`config.mk`:
```
export PLATFORM = sky130hd
export DESIGN_NAME = filter_bank_loader
export DESIGN_NICKNAME = d
export VERILOG_FILES = /design/src/rtl/filter_bank_loader.sv
export SDC_FILE = /design/constraint.sdc
export NUM_CORES = 1
export LEC_CHECK = 0
export ABC_AREA = 1
export CORE_AREA = 2 2 350 352
export DETAILED_ROUTE_END_ITERATION = 10
export DIE_AREA = 0 0 352 354
export GPL_ROUTABILITY_DRIVEN = 0
export GPL_TIMING_DRIVEN = 0
export SLEW_MARGIN = 20
export SYNTH_ARGS = -nofsm -noshare
export SYNTH_HDL_FRONTEND = slang
export SYNTH_SLANG_ARGS = --single-unit
```
`constraint.sdc`:
```
create_clock -name clk -period 3.5 [get_ports clk]
set_input_delay 0.7 -clock clk [delete_from_list [all_inputs] [get_ports clk]]
set_output_delay 0.7 -clock clk [all_outputs]
set_load 0.01 [all_outputs]
```
`src/rtl/filter_bank_loader.sv`:
```
// filter_bank_loader
// Streams 27 coefficients (channel outermost, then row, then column) into one
// of four 3x3x3 filter banks selected at load start. Optional s_last framing
// check is compiled in with the macro FILTER_LOADER_LAST_CHECK_EN.
module filter_bank_loader #(
  parameter int WIDTH = 8
) (
  input  logic                               clk,
  input  logic                               rst_n,
  input  logic                               load_start,
  input  logic [1:0]                         load_sel,
  input  logic                               s_valid,
  output logic                               s_ready,
  input  logic [WIDTH-1:0]                   s_data,
  input  logic                               s_last,
  output logic [2:0][2:0][2:0][WIDTH-1:0]    Filter1,
  output logic [2:0][2:0][2:0][WIDTH-1:0]    Filter2,
  output logic [2:0][2:0][2:0][WIDTH-1:0]    Filter3,
  output logic [2:0][2:0][2:0][WIDTH-1:0]    Filter4,
  output logic [3:0]                         bank_valid,
  output logic                               busy,
  output logic                               done,
  output logic                               err
);

  typedef enum logic [1:0] {
    IDLE = 2'd0,
    LOAD = 2'd1,
    DONE = 2'd2
  } state_t;

  state_t state_r, state_s;

  logic [3:0][2:0][2:0][2:0][WIDTH-1:0] bank_r;
  logic [1:0] sel_r;
  logic [4:0] beat_r;
  logic [1:0] i_r, j_r, k_r;
  logic       s_ready_r, busy_r, done_r, err_r;
  logic [3:0] bank_valid_r;

  logic accept_s, last_beat_s, frame_err_s, write_s, start_s;

  assign start_s     = (state_r == IDLE) && load_start;
  // s_ready_r is only ever high in LOAD, so the handshake implies LOAD.
  assign accept_s    = s_valid && s_ready_r;
  assign last_beat_s = (beat_r == 5'd26);

`ifdef FILTER_LOADER_LAST_CHECK_EN
  assign frame_err_s = accept_s && (s_last != last_beat_s);
`else
  // s_last plays no role when framing is not checked.
  logic unused_last_s;
  assign unused_last_s = s_last;
  assign frame_err_s   = 1'b0;
`endif

  // A mismatching beat is dropped rather than written.
  assign write_s = accept_s && !frame_err_s;

  assign Filter1    = bank_r[0];
  assign Filter2    = bank_r[1];
  assign Filter3    = bank_r[2];
  assign Filter4    = bank_r[3];
  assign bank_valid = bank_valid_r;
  assign s_ready    = s_ready_r;
  assign busy       = busy_r;
  assign done       = done_r;
  assign err        = err_r;

  // Next-state logic for the IDLE/LOAD/DONE sequencer.
  always_comb begin
    state_s = state_r;
    case (state_r)
      IDLE: begin
        if (load_start) state_s = LOAD;
        else            state_s = IDLE;
      end
      LOAD: begin
        if (frame_err_s)                  state_s = IDLE;
        else if (accept_s && last_beat_s) state_s = DONE;
        else                              state_s = LOAD;
      end
      DONE:    state_s = IDLE;
      default: state_s = IDLE;
    endcase
  end

  // State register plus status outputs registered from the next state.
  always_ff @(posedge clk or negedge rst_n) begin
    if (!rst_n) begin
      state_r   <= IDLE;
      s_ready_r <= 1'b0;
      busy_r    <= 1'b0;
      done_r    <= 1'b0;
    end else begin
      state_r   <= state_s;
      s_ready_r <= (state_s == LOAD);
      busy_r    <= (state_s == LOAD) || (state_s == DONE);
      done_r    <= (state_s == DONE);
    end
  end

  // Target bank capture and row/column/channel beat position tracking.
  always_ff @(posedge clk or negedge rst_n) begin
    if (!rst_n) begin
      sel_r  <= 2'd0;
      beat_r <= 5'd0;
      i_r    <= 2'd0;
      j_r    <= 2'd0;
      k_r    <= 2'd0;
    end else if (start_s) begin
      sel_r  <= load_sel;
      beat_r <= 5'd0;
      i_r    <= 2'd0;
      j_r    <= 2'd0;
      k_r    <= 2'd0;
    end else if (write_s) begin
      beat_r <= beat_r + 5'd1;
      if (j_r == 2'd2) begin
        j_r <= 2'd0;
        if (i_r == 2'd2) begin
          i_r <= 2'd0;
          k_r <= k_r + 2'd1;
        end else begin
          i_r <= i_r + 2'd1;
        end
      end else begin
        j_r <= j_r + 2'd1;
      end
    end
  end

  // Coefficient storage: only the selected bank is written, one beat at a time.
  always_ff @(posedge clk or negedge rst_n) begin
    if (!rst_n) begin
      bank_r <= '0;
    end else if (write_s) begin
      bank_r[sel_r][i_r][j_r][k_r] <= s_data;
    end
  end

  // Bank valid flags: dropped when a load of that bank starts, set on its last beat.
  always_ff @(posedge clk or negedge rst_n) begin
    if (!rst_n) begin
      bank_valid_r <= 4'b0000;
    end else if (start_s) begin
      bank_valid_r[load_sel] <= 1'b0;
    end else if (write_s && last_beat_s) begin
      bank_valid_r[sel_r] <= 1'b1;
    end
  end

  // Sticky framing error, cleared by the next accepted load request.
  always_ff @(posedge clk or negedge rst_n) begin
    if (!rst_n) begin
      err_r <= 1'b0;
    end else if (start_s) begin
      err_r <= 1'b0;
    end else if (frame_err_s) begin
      err_r <= 1'b1;
    end
  end

endmodule
```
==> impl_metrics.env <==
export IMPL_skew_ns=0.0246
export IMPL_crit_path_top_delay_cell="clkbuf_1"
export IMPL_async_flop_share_pct=100
export IMPL_finalNonFillerCells=6737
export IMPL_synth_seq_area_share_pct=62.9
export IMPL_insertion_delay_ns=0.71
export IMPL_dr_pass1_iters=6
export IMPL_core_area_um2=121000
export IMPL_power_mw=37.9
export IMPL_synth_area_top_cells="dfrtp_1 (63%), nand2_1 (22%), nand3_1 (9.9%), buf_2 (1.4%), clkbuf_1 (1.4%)"
export IMPL_grt_pass1_wl_um=247000
export IMPL_clockBufferDepth=3
export IMPL_die_x_um=352
export IMPL_synth_top_area_cell="dfrtp_1"
export IMPL_grt_max_degree=143
export IMPL_die_area_um2=125000
export IMPL_nFillCells=12100
export IMPL_crit_chain="clkdlybuf4s50_1, nand2_1, nor2_1, clkbuf_1, nand2_1, nand2_1, nand2_1"
export IMPL_cts_resized=0
export IMPL_p_per_area_nw_per_um2=762
export IMPL_yosysUniqueCellTypes=20
export IMPL_clk_pin_slew_ns=0.06
export IMPL_drive_gt1_share_pct=6.46
export IMPL_viasPerCell=4.90
export IMPL_holdBufCountCts=1
export IMPL_ys_ff_latch=886
export IMPL_crit_buf_inv=2
export IMPL_slew_limit_headroom_pct=20.1
export IMPL_worstPathMaxFanout=10
export IMPL_max_freq_ghz=0.331
export IMPL_synth_main_ff_cell="dfrtp_1"
export IMPL_rows=128
export IMPL_vias=33000
export IMPL_io_pins=887
export IMPL_area_growth_synth_to_final_pct=41.2
export IMPL_hpwl_um=130000
export IMPL_max_cap_violations=0
export IMPL_critPathMaxStageDelay_ns=0.77
export IMPL_wl_per_cell_um=26.1
export IMPL_fin_area_um2=49800
export IMPL_die_h_um=354
export IMPL_synthesis_nets=4063
export IMPL_first_global_vias=32100
export IMPL_finalCritPeriodShare_pct=86.2
export IMPL_arrival_ns=3.61
export IMPL_worstSetupPathType="input port to flop"
export IMPL_htreeDepth=3
export IMPL_rsz0062_at_grt="no"
export IMPL_worstSetupStartpointType="input port"
export IMPL_finalHoldViolations=0
export IMPL_synth_edf_count=0
export IMPL_wirelength_um=176000
export IMPL_end_kind="flop"
export IMPL_root_buffer="clkbuf_16"
export IMPL_cpMostUsedCell="nand2_1"
export IMPL_fin_crit_ns=3.02
export IMPL_yosysMostFrequentCell="nand2_1"
export IMPL_final_seq_area_um2=22200
export IMPL_cts_buffers_inserted=101
export IMPL_p_leak_nw=25.4
export IMPL_antenna_found_initial=3
export IMPL_syn_area_um2=35300
export IMPL_clkSinkCount=886
export IMPL_dp_cells=6548
export IMPL_synth_cells=4041
export IMPL_final_nets=5049
export IMPL_grt_total_usage_pct=27.5
export IMPL_synth_top_area_share_pct=62.9
export IMPL_first_iter_violations=3013
export IMPL_place_area_um2=46300
export IMPL_hold_path_class="flop to flop"
export IMPL_tightest_slew_ns=1.19
export IMPL_finalSetupViolations=0
export IMPL_drc=0
export IMPL_ir_worst_vdd_mv=0.484
export IMPL_post_cts_buffers=0
export IMPL_ant_nets=0
export IMPL_synth_common_cells="nand2_1 (2,076), dfrtp_1 (886), nand3_1 (697), clkbuf_1 (128), buf_2 (97)"
export IMPL_start_util_pct=29.2
export IMPL_slew_viol_final=0
export IMPL_cp_top_family="simple AND/OR/NAND/NOR gates"
export IMPL_synth_area_per_cell_um2=8.73
export IMPL_critPathRequiredTime_ns=4.09
export IMPL_multiInputGateArea_um2=11900
export IMPL_portBuffers=876
export IMPL_cts_tree="yes"
export IMPL_status="finished, final reports clean"
export IMPL_ys_warn_count=0
export IMPL_grt_overflow_total=0
layer usage:
metal / vias to the layer above / part of all wire (%) / GRT usage [%]
li1: 14800 / - / -
met1: 16500 / 39 / 33.4
met2: 1464 / 47 / 45.4
met3: 302 / 9.3 / 8.54
met4: 0 / 4.3 / 11.3
met5: - / 0 / 0
layout by cell type (no fill, tap or decap), types with 24 or more instances in the layout:
cell type / Yosys / final
nand2_1: 2076 / 2076
dfrtp_1: 886 / 886
clkdlybuf4s50_1: 0 / 875
nand3_1: 697 / 697
clkbuf_1: 128 / 128
clkbuf_16: 0 / 102
buf_2: 97 / 97
nor2_1: 49 / 49
inv_1: 27 / 27
clkbuf_8: 0 / 24
flip-flops by register name, summed over array words and instances, names as in the netlist:
name and flops:
sel_r 2, bank_valid 4, busy 1, state_r 2, done 1, Filter1 216
j_r 2, i_r 2, k_r 2, Filter3 216, Filter2 216, beat_r 5
Filter4 216, s_ready 1
area by class of cell:
class                   count  share of cell area (%)
diodes                      1                 0.00503
plain buffers             248                    2.24
clock buffers             148                    5.96
clock inverters            39                    1.06
inverters                  30                   0.226
multi-input cells        2877                    23.9
flip-flops and latches    886                    44.5
well taps                1625                    4.08
repair buffers            883                    18.0
cell families after synthesis:
logic type	after synthesis	synth area share, %
simple gates	2852	33.2
compound gates	17	0.255
buf+inv	278	3.41
other cells	1	0.0106
flops	886	62.9
fa+ha+maj	7	0.248
final timing paths:
path	cells past startpoint	endpoint	startpoint	slack [ns]
max	7	Filter1[74]	s_valid	0.48
min	2	Filter2[125]	Filter2[125]	0.47
max reg2reg	6	Filter1[74]	s_ready	0.57
min reg2reg	2	Filter2[125]	Filter2[125]	0.47
max in group asynchronous	5	Filter1[135]	rst_n	0.54
min in group asynchronous	2	Filter4[47]	rst_n	0.61
power breakdown:
group,total [mW],internal (mW),switching (mW)
sequential,14.3,12.7,1.61
combinational,12.5,5.27,7.21
clock,11.2,6.44,4.71
total,37.9,24.4,13.5
worst register-to-register path: cells and delay by family, from the launching register on:
kind	cells	cell delay, ns
buffers and inverters	1	0.77
and+or+nand+nor	5	1.67
DFF	1	0.37
stage by stage:
| stage | utilization [%] | setup TNS, ns | worst slack, ns | hold slack, ns |
|---|---|---|---|---|
| detailed placement | 38.3 | -17.26 | -0.452 | 0.457 |
| global placement | 38.1 | - | -40.24 | 0.454 |
| finish | 41.2 | 0 | 0.482 | 0.467 |
| global route | 41.2 | 0 | 0.147 | 0.482 |
| CTS | 41.2 | 0 | 0.314 | 0.472 |
| floorplan | - | 0 | 1.63 | 0.404 |
No activity file was read; power rests on OpenSTA's default activity.
